### config.mk
export PLATFORM = sky130hd
export DESIGN_NAME = alu_serial_ctrl
export DESIGN_NICKNAME = d
export VERILOG_FILES = /design/src/rtl/alu_pkg.sv /design/src/rtl/alu_1bit.sv /design/src/rtl/alu_serial_ctrl.sv
export SDC_FILE = /design/constraint.sdc
export NUM_CORES = 1
export LEC_CHECK = 0
export CAP_MARGIN = 20
export CORE_MARGIN = 8
export CORE_UTILIZATION = 44
export CTS_CLUSTER_DIAMETER = 40
export DETAILED_ROUTE_END_ITERATION = 8
export PLACE_DENSITY = 0.74
export SLEW_MARGIN = 5
export SYNTH_ARGS = -nofsm -noshare
export SYNTH_HDL_FRONTEND = slang
export SYNTH_SLANG_ARGS = --single-unit
### constraint.sdc
create_clock -name clk -period 1.3 [get_ports clk]
set_input_delay 0.26 -clock clk [delete_from_list [all_inputs] [get_ports clk]]
set_output_delay 0.26 -clock clk [all_outputs]
set_load 0.02 [all_outputs]
### src/rtl/alu_pkg.sv
// Shared encodings for the bit-serial ALU: operation codes, controller states
// and a small operation-class helper.
package alu_pkg;

    typedef enum logic [1:0] {
        OP_AND = 2'b00,
        OP_OR  = 2'b01,
        OP_ADD = 2'b10,
        OP_SUB = 2'b11
    } alu_op_e;

    typedef enum logic [1:0] {
        ST_IDLE = 2'b00,
        ST_RUN  = 2'b01,
        ST_DONE = 2'b10
    } ser_state_e;

    function automatic logic is_arith(input alu_op_e op);
        return (op == OP_ADD) || (op == OP_SUB);
    endfunction

endpackage

### src/rtl/alu_1bit.sv
// One-bit ALU slice: AND / OR / full-add / full-subtract on a single bit pair.
module alu_1bit
    import alu_pkg::*;
(
    input  logic    a,
    input  logic    b,
    input  logic    cin,
    input  alu_op_e op,
    output logic    z,
    output logic    cout
);

    // Per-bit result and carry for the selected operation
    always_comb begin
        z    = 1'b0;
        cout = 1'b0;
        case (op)
            OP_AND: begin
                z    = a & b;
                cout = 1'b0;
            end
            OP_OR: begin
                z    = a | b;
                cout = 1'b0;
            end
            OP_ADD: begin
                z    = a ^ b ^ cin;
                cout = (a & b) | (a & cin) | (b & cin);
            end
            OP_SUB: begin
                z    = a ^ ~b ^ cin;
                cout = (a & ~b) | (a & cin) | (~b & cin);
            end
            default: begin
                z    = 1'b0;
                cout = 1'b0;
            end
        endcase
    end

endmodule

### src/rtl/alu_serial_ctrl.sv
// Bit-serial ALU controller: streams an operand pair LSB-first through one
// alu_1bit slice and returns the WIDTH-bit result on a valid/ready handshake.
module alu_serial_ctrl
    import alu_pkg::*;
#(
    parameter int WIDTH = 8
) (
    input  logic             clk,
    input  logic             rst,
    input  logic             in_valid,
    output logic             in_ready,
    input  logic [WIDTH-1:0] a,
    input  logic [WIDTH-1:0] b,
    input  logic [1:0]       s_op,
    input  logic             cin,
    output logic             out_valid,
    input  logic             out_ready,
    output logic [WIDTH-1:0] result,
    output logic             cout,
    output logic             busy
);

    localparam int              CNT_W    = $clog2(WIDTH);
    localparam logic [CNT_W-1:0] CNT_LAST = CNT_W'(WIDTH - 1);

    ser_state_e       state_q,  state_d;
    logic [WIDTH-1:0] a_sh_q,   a_sh_d;
    logic [WIDTH-1:0] b_sh_q,   b_sh_d;
    logic [WIDTH-1:0] res_sh_q, res_sh_d;
    logic             carry_q,  carry_d;
    logic [CNT_W-1:0] cnt_q,    cnt_d;
    alu_op_e          op_q,     op_d;

    alu_op_e          in_op_s;
    alu_op_e          slice_op_s;
    logic             slice_b_s;
    logic             slice_z_s;
    logic             slice_cout_s;

    // Subtraction runs as a + ~b + 1, so the slice always sees the ADD code for it
    always_comb begin
        in_op_s = alu_op_e'(s_op);
        if (op_q == OP_SUB) begin
            slice_op_s = OP_ADD;
            slice_b_s  = ~b_sh_q[0];
        end else begin
            slice_op_s = op_q;
            slice_b_s  = b_sh_q[0];
        end
    end

    alu_1bit u_slice (
        .a    (a_sh_q[0]),
        .b    (slice_b_s),
        .cin  (carry_q),
        .op   (slice_op_s),
        .z    (slice_z_s),
        .cout (slice_cout_s)
    );

    // Next-state and datapath update for the IDLE/RUN/DONE sequence
    always_comb begin
        state_d  = state_q;
        a_sh_d   = a_sh_q;
        b_sh_d   = b_sh_q;
        res_sh_d = res_sh_q;
        carry_d  = carry_q;
        cnt_d    = cnt_q;
        op_d     = op_q;
        case (state_q)
            ST_IDLE: begin
                if (in_valid) begin
                    a_sh_d  = a;
                    b_sh_d  = b;
                    op_d    = in_op_s;
                    cnt_d   = {CNT_W{1'b0}};
                    state_d = ST_RUN;
                    case (in_op_s)
                        OP_ADD:  carry_d = cin;
                        OP_SUB:  carry_d = 1'b1;
                        default: carry_d = 1'b0;
                    endcase
                end else begin
                    state_d = ST_IDLE;
                end
            end
            ST_RUN: begin
                res_sh_d = {slice_z_s, res_sh_q[WIDTH-1:1]};
                a_sh_d   = {1'b0, a_sh_q[WIDTH-1:1]};
                b_sh_d   = {1'b0, b_sh_q[WIDTH-1:1]};
                carry_d  = slice_cout_s;
                cnt_d    = cnt_q + CNT_W'(1);
                if (cnt_q == CNT_LAST) begin
                    state_d = ST_DONE;
                end else begin
                    state_d = ST_RUN;
                end
            end
            ST_DONE: begin
                if (out_ready) begin
                    state_d = ST_IDLE;
                end else begin
                    state_d = ST_DONE;
                end
            end
            default: begin
                state_d = ST_IDLE;
            end
        endcase
    end

    // State and datapath registers with synchronous reset
    always_ff @(posedge clk) begin
        if (rst) begin
            state_q  <= ST_IDLE;
            a_sh_q   <= {WIDTH{1'b0}};
            b_sh_q   <= {WIDTH{1'b0}};
            res_sh_q <= {WIDTH{1'b0}};
            carry_q  <= 1'b0;
            cnt_q    <= {CNT_W{1'b0}};
            op_q     <= OP_AND;
        end else begin
            state_q  <= state_d;
            a_sh_q   <= a_sh_d;
            b_sh_q   <= b_sh_d;
            res_sh_q <= res_sh_d;
            carry_q  <= carry_d;
            cnt_q    <= cnt_d;
            op_q     <= op_d;
        end
    end

    // Outputs decode only registered state, so no input reaches them combinationally
    always_comb begin
        in_ready  = (state_q == ST_IDLE);
        out_valid = (state_q == ST_DONE);
        busy      = (state_q == ST_RUN) || (state_q == ST_DONE);
        result    = res_sh_q;
        cout      = carry_q & is_arith(op_q);
    end

endmodule
; Yosys cells after proc, flatten, opt, wreduce, memory -nomap -nowiden
; Index checks and enable logic that the tools add are counted.
[totals]
reg_bits = 32
in_bits = 23
output_inout_bits = 12
[classes]
addsub = 1
eq_ne = 11
mux = 17
n_bitwise = 17
reduce_logical = 8
[op_table]
columns = op, count
row1 = 8-bit case mux with 2 select lines, 2
row2 = 8-bit 2-to-1 mux, 2
row3 = "2-bit == test, second input constant", 7
row4 = 1-bit bitwise AND, 6
row5 = 2-bit 2-to-1 mux, 3
row6 = 2-bit case mux with 3 select lines, 1
row7 = 3-bit case mux with 2 select lines, 1
row8 = 1-bit bitwise OR, 5
row9 = "2-bit by 1-bit == test with 1-bit output, second input constant", 2
row10 = 2-bit logical NOT, 2
row11 = 1-bit case mux with 2 select lines, 2
row12 = 1-bit case mux with 4 select lines, 1
row13 = 2-bit AND reduction, 2
row14 = 1-bit bitwise XOR, 4
row15 = "3-bit by 1-bit adder with 3-bit output, second input constant", 1
row16 = "3-bit == test, second input constant", 1
row17 = 1-bit 2-to-1 mux, 3
row18 = 3-bit 2-to-1 mux, 1
row19 = 1-bit case mux with 3 select lines, 1
row20 = 1-bit logical OR, 2
row21 = "2-bit != test, second input constant", 1
row22 = 1-bit inverter, 2
row23 = 2-bit nonzero test, 1
row24 = 2-bit OR reduction, 1

; Depth between registers and ports, before layout
; Gate-level depths: netlist of the first run.
[depth]
ltp_word = 8
mapped_depth = 8
depth_no_buf = 6

; Hierarchy
; Synthesis of the first run repeated with hierarchy kept, for this count alone.
[hier_totals]
cells_unflattened = 168
area_unflattened_um2 = 1631.6
[by_module_without_submodules]
columns = mod, n_inst, cells_each, area_each_um2, seq_area_each_um2
row1 = alu_serial_ctrl, 1, 151, 1517.7, 640.6
row2 = alu_1bit, 1, 17, 113.9, 0.0

; Worst setup path after synthesis of the first run
; Ideal clock, no wire load.
[synth_timing]
kind = register to register
start = register state_q[0]
end = register cnt_q[0]
setup_time_ps = 72
arrival_ps = 1479
t_required_ps = 1228
setup_slack_ps = -251
path_stages_with_launch = 7
path_buffers = 1
synth_period_minus_slack_ps = 1551
cell_sequence = dfxtp_1 > inv_1 > ha_1 > buf_2 > o21a_1 > or3_1 > a21oi_1
[synth_via]
elab_chain_len = 3
elab_cells_between_ends = 6
classes_between = 2 x eq/ne / 1 x mux / 3 x reduce/logical
[synth_lines]
columns = item, line
row1 = from (decl), alu_serial_ctrl.sv:26  ; ser_state_e state_q, state_d;
row2 = from (signal assigned), alu_serial_ctrl.sv:123  ; state_q <= state_d;
row3 = 2-bit logical NOT (*), n/a
row4 = via in_ready, alu_serial_ctrl.sv:11  ; output logic in_ready,
row5 = 2-bit != test (no source line) / 2-bit nonzero test (equally long branches), n/a
row6 = 2-bit AND reduction (no source line), n/a
row7 = to (signal assigned), alu_serial_ctrl.sv:120  ; cnt_q <= {CNT_W{1'b0}};
row8 = to (signal assigned), alu_serial_ctrl.sv:128  ; cnt_q <= cnt_d;
row9 = to (decl), alu_serial_ctrl.sv:31  ; logic [CNT_W-1:0] cnt_q, cnt_d;
; Mark *: on every way through the listed nets, which the timed path passes. The rest lies on a longest branch.
; A chain may end at the register's enable or synchronous reset.

; Worst setup path after layout of the first run
[layout_timing]
start = register state_q[0]
end = register a_sh_q[0]
[layout_via]
elab_chain_len = 3
elab_cells_between_ends = 6
classes_between = 2 x eq/ne / 1 x mux / 3 x reduce/logical
[layout_lines]
columns = item, line
row1 = 2-bit by 1-bit == test with 1-bit output / 2-bit logical NOT (equally long branches), alu_serial_ctrl.sv:70  ; case (state_q)
row2 = 2-bit nonzero test (no source line) / 2-bit != test (equally long branches), n/a
row3 = 2-bit AND reduction (no source line), n/a
row4 = to (signal assigned), alu_serial_ctrl.sv:116  ; a_sh_q <= {WIDTH{1'b0}};
row5 = to (signal assigned), alu_serial_ctrl.sv:124  ; a_sh_q <= a_sh_d;
row6 = to (decl), alu_serial_ctrl.sv:27  ; logic [WIDTH-1:0] a_sh_q, a_sh_d;
; Several ways; a longest one is shown, not always the timed one.

==> results.tsv, run 1 <==
stage	metric	value	unit
detailed_routing	DRC	0	
sta	RSZ-0062 raised after global routing	yes	
yosys	Mapped Avg Cell Area	9.07	µm²
worst_setup_path	CP max FO	7	
sta	fmax	681	MHz
hold_path	hold path cells	2	
worst_setup_path	Critical Path RT	1.56	ns
yosys	post-synthesis instance area	1540	µm²
clock_tree	Root Buffer Master	clkbuf_4	
grt	vias in the first global route	1557	
floorplanning	Starting Density	45.9	%
sta	setup TNS	-2.89	ns
run_status	status	finished with violations	
clock_tree	H-tree level count	2	
final_layout	nets@finish	254	
worst_setup_path	R2R setup slack	-0.17	ns
grt	initial antenna violation count	0	
detailed_routing	total wire length	4760	µm
detailed_routing	post-route ant nets	0	
power_and_ir_drop	PD cells	988	nW/µm²
placement	Placer Congestion	0.791	
yosys	Synth area leaders	dfxtp_1 (42%), mux2i_1 (14%), nor2_1 (6.6%)	
worst_setup_path	slowest CP cell	dfxtp_4	
floorplanning	I/O Pins	35	
final_layout	# diodes	0	
clock_tree	Worst-Skew Late Latency	0.34	ns
sta	final setup margin	-0.169	ns
clock_tree	CTS tree	done	
floorplanning	Die Ht	75.2	µm
worst_setup_path	Worst setup SP type	flip-flop	
yosys	Cells after Synth	170	
placement	dpl hpwl	2690	µm
detailed_routing	max layer used	met4	
yosys	syn nets	199	
final_layout	cell area after layout	2430	µm²
yosys	Yosys reg bits	32	
clock_tree	Worst-path clk slew	0.10	ns
yosys	sequential-to-total area share from yosys stat	41.5	%
sta	Final Cycle Share	113	%
worst_setup_path	WS Path Type	reg2reg	
final_layout	commonest non-fill, non-tap cell in the layout	dfxtp_1	
detailed_routing	Avg WL per Cell	17.5	µm
sta	Slew Limit Fails	0	
floorplanning	# rows	21	
sta	Fin. Hold Viols	0	
run_status	failing checks	setup timing	
worst_setup_path	R2R cell count	7	
final_layout	Register Area	648	µm²
final_layout	fillers	256	
clock_tree	CTS Sinks	32	
placement	DP Area	2050	µm²
clock_tree	CTS Buffer Depth	2	
grt	first-pass GRT wire length	7480	µm
worst_setup_path	CP max stage delay	0.38	ns
detailed_routing	WL met1	1930	µm
placement	worst slack, placed	-0.230	ns
sta	post-route minimum period	1.47	ns
clock_tree	CTS buffer count	5	
final_layout	P&R area growth vs syn	57.4	%
grt	GRT Total Usage	17.6	%
yosys	Syn. warnings	0	
detailed_routing	Via-to-Cell Ratio	5.44	
detailed_routing	initial detailed-routing violation count	86	
worst_setup_path	Worst Path Arrival	1.72	ns
floorplanning	core area	3360	µm²
yosys	Yosys top cell area share	41.5	%
detailed_routing	Met3 Wirelength	167	µm
grt	gr ovfl total	0	
final_layout	share of layout cells above drive strength 1	43.8	%
floorplanning	die area	5660	µm²
yosys	cell taking the most area after synthesis	dfxtp_1	
power_and_ir_drop	Pwr Total	2.40	mW
final_layout	most frequent cells in the layout	dfxtp_1 (28), clkdlybuf4s50_1 (22), mux2i_1 (17), nor2_1 (17)	
hold_path	worst min path class	reg2reg	
sta	endpoints failing setup	25	
sta	clk_skew	0.0133	ns
power_and_ir_drop	Leak	0.947	nW
detailed_routing	drt pass-1 iters	4	
floorplanning	die width	75.2	µm
worst_setup_path	crit path cell chain	buf_6, ha_4, inv_4, o21ai_4, buf_12, nor2_1, a211oi_2	
sta	Worst Tran Pin Value	0.323	ns
detailed_routing	via count	1481	
placement	Port Buf Inserts	34	
power_and_ir_drop	Max VDD drop	0.686	mV
sta	WHS	0.496	ns
worst_setup_path	nature of the critical path endpoint	flip-flop	
yosys	Yosys cell types	32	
sta	worst rel slew slack	78.5	%
final_layout	Multi-input gate area	1030	µm²
detailed_routing	met2 WL	2570	µm
grt	largest net degree at the start of global routing	17	
flow_run	max-cap viol count	0	
routing by layer:
metal	GRT usage [%]	vias up
li1	-	711
met1	19.8	730
met2	29.4	33
met3	4.66	7
met4	9.59	0
met5	0	-
logic make-up (layout without fill, tap and decap cells):
logic type | after synthesis | in the layout | share of synthesized area, %
AO/OA/AOI/OAI | 38 | 38 | 17.4
multiplexers | 21 | 21 | 13.6
adder cells (fa/ha/maj) | 6 | 6 | 4.87
buffers and inverters | 17 | 73 | 5.19
XOR/XNOR | 3 | 3 | 1.70
AND/OR/NAND/NOR | 53 | 53 | 15.7
flip-flops | 32 | 32 | 41.5
critical path, delay by kind of cell, from the launching register on:
family | cells | cell delay [ns]
fa+ha+maj | 1 | 0.14
flops | 1 | 0.38
simple gates | 1 | 0.05
buf+inv | 3 | 0.32
compound gates | 2 | 0.50
repair_timing:
action | 4_1_cts | 5_1_grt
endpoints found under the setup margin | 32 | 35
resized for setup | 82 | 27
pin swaps | 17 | 17
gates cloned | 4 | 0
hold buffers | 0 | 0
setup buffers | 6 | 2
registers in the layout, indices dropped and copies added (netlist names):
signal and flops:
result 8, carry_q 1, a_sh_q 8, cnt_q 3, b_sh_q 8, state_q 2
op_q 2
cell usage after synthesis:
cell and instances:
mux2i_1 21, nand2b_1 3, nor3b_1 2, nand2_1 8, nand2_2 1, buf_4 2, o211ai_1 2, nor2b_1 1
a311oi_1 2, nor2_1 27, or2_2 1, clkbuf_1 3, nor4bb_1 1, buf_2 7, buf_1 1, o21ai_0 3
xor2_1 2, dfxtp_1 32, nand3_1 6, o21ai_2 1, ha_1 6, o21a_1 1, or3_1 1, a211oi_2 4
xnor2_1 1, inv_1 3, a21oi_1 13, nor3_1 1, inv_2 1, a211oi_1 11, and2_1 1, a22oi_1 1
layout make-up:
| cell class | instances | share of cell area, % |
|---|---|---|
| inverters | 4 | 0.824 |
| clock buffers | 8 | 2.42 |
| well taps | 46 | 2.37 |
| flip-flops and latches | 32 | 26.7 |
| multi-input cells | 121 | 42.3 |
| repair buffers | 61 | 25.4 |
through the flow:
stage               instances  utilization (%)
floorplan                 170                -
global route              272             72.2
CTS                       274             72.7
detailed placement        256             60.8
finish                    272             72.2
global placement          256             60.8
path summary, 6_finish.rpt:
path	startpoint	end
hold / removal	cnt_q[0]$_SDFFE_PP0P_	cnt_q[0]$_SDFFE_PP0P_
setup / recovery	state_q[0]$_SDFF_PP0_	a_sh_q[0]$_SDFFE_PP0P_
setup reg to reg	state_q[0]$_SDFF_PP0_	a_sh_q[0]$_SDFFE_PP0P_
hold reg to reg	cnt_q[0]$_SDFFE_PP0P_	cnt_q[0]$_SDFFE_PP0P_
where the power goes:
| group | switching [mW] | internal, mW |
|---|---|---|
| Clock | 0.343 | 0.267 |
| Sequential | 0.0632 | 1.04 |
| Combinational | 0.318 | 0.364 |
No activity file was read; power rests on OpenSTA's default activity.
==> run 2, diff against run 1 <==
--- a/config.mk
+++ b/config.mk
@@ -11,6 +11,7 @@
 export CTS_CLUSTER_DIAMETER = 40
 export DETAILED_ROUTE_END_ITERATION = 8
 export PLACE_DENSITY = 0.74
+export SETUP_SLACK_MARGIN = 0.1
 export SLEW_MARGIN = 5
 export SYNTH_ARGS = -nofsm -noshare
 export SYNTH_HDL_FRONTEND = slang
==> results.tsv, run 2 (same netlist as run 1, synthesis figures left out) <==
stage	metric	value	unit	change
worst_setup_path	CP max FO	4		was 7
power_and_ir_drop	Leak	0.983	nW	was 0.947 nW
detailed_routing	total wire length	5050	µm	was 4760 µm
detailed_routing	initial detailed-routing violation count	75		was 86
clock_tree	CTS tree	done		unchanged
sta	endpoints failing setup	25		unchanged
clock_tree	H-tree level count	2		unchanged
sta	setup TNS	-3.64	ns	was -2.89 ns
placement	dpl hpwl	2650	µm	was 2690 µm
sta	Fin. Hold Viols	0		unchanged
grt	gr ovfl total	0		unchanged
worst_setup_path	Critical Path RT	1.55	ns	was 1.56 ns
detailed_routing	via count	1511		was 1481
sta	fmax	664	MHz	was 681 MHz
clock_tree	CTS buffer count	5		unchanged
power_and_ir_drop	Pwr Total	2.61	mW	was 2.40 mW
run_status	status	finished with violations		unchanged
worst_setup_path	CP most frequent cell	buf_4		
sta	Slew Limit Fails	0		unchanged
worst_setup_path	WS Path Type	reg2reg		unchanged
run_status	failing checks	setup timing		unchanged
sta	clk_skew	0.0118	ns	was 0.0133 ns
final_layout	most frequent cells in the layout	dfxtp_1 (28), clkdlybuf4s50_1 (22), mux2i_1 (21), buf_4 (18), nor2_1 (15)		was dfxtp_1 (28), clkdlybuf4s50_1 (22), mux2i_1 (17), nor2_1 (17)
sta	Final Cycle Share	116	%	was 113%
final_layout	# diodes	0		unchanged
worst_setup_path	crit path cell chain	inv_2, ha_4, buf_4, nand2_4, buf_4, buf_4, nor2_2, a311oi_2, a211oi_1		was buf_6, ha_4, inv_4, o21ai_4, buf_12, nor2_1, a211oi_2
worst_setup_path	slowest CP cell	dfxtp_4		unchanged
worst_setup_path	CP max stage delay	0.37	ns	was 0.38 ns
clock_tree	CTS Sinks	32		unchanged
final_layout	nets@finish	257		was 254
floorplanning	I/O Pins	35		unchanged
detailed_routing	post-route ant nets	0		unchanged
sta	worst rel slew slack	74.7	%	was 78.5%
floorplanning	Starting Density	45.9	%	unchanged
final_layout	fillers	255		was 256
grt	first-pass GRT wire length	7760	µm	was 7480 µm
sta	post-route minimum period	1.51	ns	was 1.47 ns
flow_run	max-cap viol count	0		unchanged
hold_path	worst min path class	reg2reg		unchanged
clock_tree	Root Buffer Master	clkbuf_4		unchanged
detailed_routing	drt pass-1 iters	4		unchanged
grt	initial antenna violation count	0		unchanged
power_and_ir_drop	Max VDD drop	0.556	mV	was 0.686 mV
floorplanning	die width	75.2	µm	unchanged
placement	DP Area	2040	µm²	was 2050 µm²
worst_setup_path	nature of the critical path endpoint	flip-flop		unchanged
sta	RSZ-0062 raised after global routing	yes		unchanged
clock_tree	Worst-path clk slew	0.11	ns	was 0.10 ns
floorplanning	# rows	21		unchanged
detailed_routing	Avg WL per Cell	18.4	µm	was 17.5 µm
clock_tree	Worst-Skew Late Latency	0.35	ns	was 0.34 ns
final_layout	share of layout cells above drive strength 1	43.7	%	was 43.8%
sta	final setup margin	-0.206	ns	was -0.169 ns
final_layout	Register Area	648	µm²	unchanged
worst_setup_path	Worst Path Arrival	1.76	ns	was 1.72 ns
clock_tree	CTS Buffer Depth	2		unchanged
grt	largest net degree at the start of global routing	25		was 17
placement	Placer Congestion	0.826		was 0.791
sta	Worst Tran Pin Value	0.379	ns	was 0.323 ns
grt	GRT Total Usage	18.8	%	was 17.6%
detailed_routing	DRC	0		unchanged
worst_setup_path	Worst setup SP type	flip-flop		unchanged
placement	Port Buf Inserts	34		unchanged
final_layout	cell area after layout	2500	µm²	was 2430 µm²
final_layout	commonest non-fill, non-tap cell in the layout	dfxtp_1		unchanged
detailed_routing	Via-to-Cell Ratio	5.49		was 5.44
clock_tree	hold bufs inserted after CTS	0		unchanged
final_layout	Multi-input gate area	1020	µm²	was 1030 µm²
grt	vias in the first global route	1612		was 1557
floorplanning	die area	5660	µm²	unchanged
final_layout	P&R area growth vs syn	62.0	%	was 57.4%
floorplanning	core area	3360	µm²	unchanged
floorplanning	Die Ht	75.2	µm	unchanged
power_and_ir_drop	PD cells	1050	nW/µm²	was 988 nW/µm²
## run 2: per-layer routing
metal	up-vias	share of wire (%)	GRT usage [%]	routed length [µm]
met4	0	5.5	10.9	277
met3	26	6.4	6.52	322
met2	54	51	33.9	2570
met1	710	37	18.0	1880
li1	721	-	-	-
met5	-	0	0	0
## run 2: where the power goes
group / switching, mW / internal (mW) / leakage [nW]
Combinational: 0.333 / 0.400 / 0.678
Clock: 0.369 / 0.401 / 0.0412
Sequential: 0.0667 / 1.05 / 0.264
Total: 0.769 / 1.85 / 0.983
## run 2: critical path, delay by kind of cell (launching register included)
kind,cells,cell delay (ns)
DFF,1,0.37
AOI/OAI and AO/OA,2,0.24
buffers and inverters,4,0.49
and+or+nand+nor,2,0.16
adders and majority gates,1,0.16
## run 2: per-stage QoR
| stage | cells | worst slack (ns) | hold WS (ns) | util (%) |
|---|---|---|---|---|
| 6_report | 275 | -0.206 | 0.494 | 74.3 |
| 5_1_grt | 275 | -0.254 | 0.508 | 74.3 |
| 4_1_cts | 272 | -0.159 | 0.476 | 71.5 |
| 3_5_place_dp | 253 | -0.207 | 0.457 | 60.6 |
| 3_3_place_gp | 253 | -0.175 | 0.442 | 60.6 |
| 2_1_floorplan | 170 | -0.0633 | 0.338 | - |
## run 2: repair_timing
item / 4_1_cts / 5_1_grt
setup endpoints to repair: 42 / 37
pin swaps: 21 / 13
cloned: 3 / 0
resized for setup: 98 / 20
setup buffers: 8 / 3
## run 2: final timing paths
kind	startpoint	endpoint	slack, ns	cells past startpoint
setup / recovery	state_q[0]$_SDFF_PP0_	carry_q$_SDFFE_PP0P_	-0.21	9
hold / removal	cnt_q[2]$_SDFFE_PP0P_	cnt_q[2]$_SDFFE_PP0P_	0.49	2
setup reg to reg	state_q[0]$_SDFF_PP0_	carry_q$_SDFFE_PP0P_	-0.21	9
hold reg to reg	cnt_q[2]$_SDFFE_PP0P_	cnt_q[2]$_SDFFE_PP0P_	0.49	2
## run 2: layout make-up
cell class,instances,area share [%]
tap,46,2.30
clock buffer,5,1.50
inverter,4,0.701
timing repair buffer,64,27.0
multi-input combinational,121,40.9
sequential,32,25.9
clock inverter,3,1.70
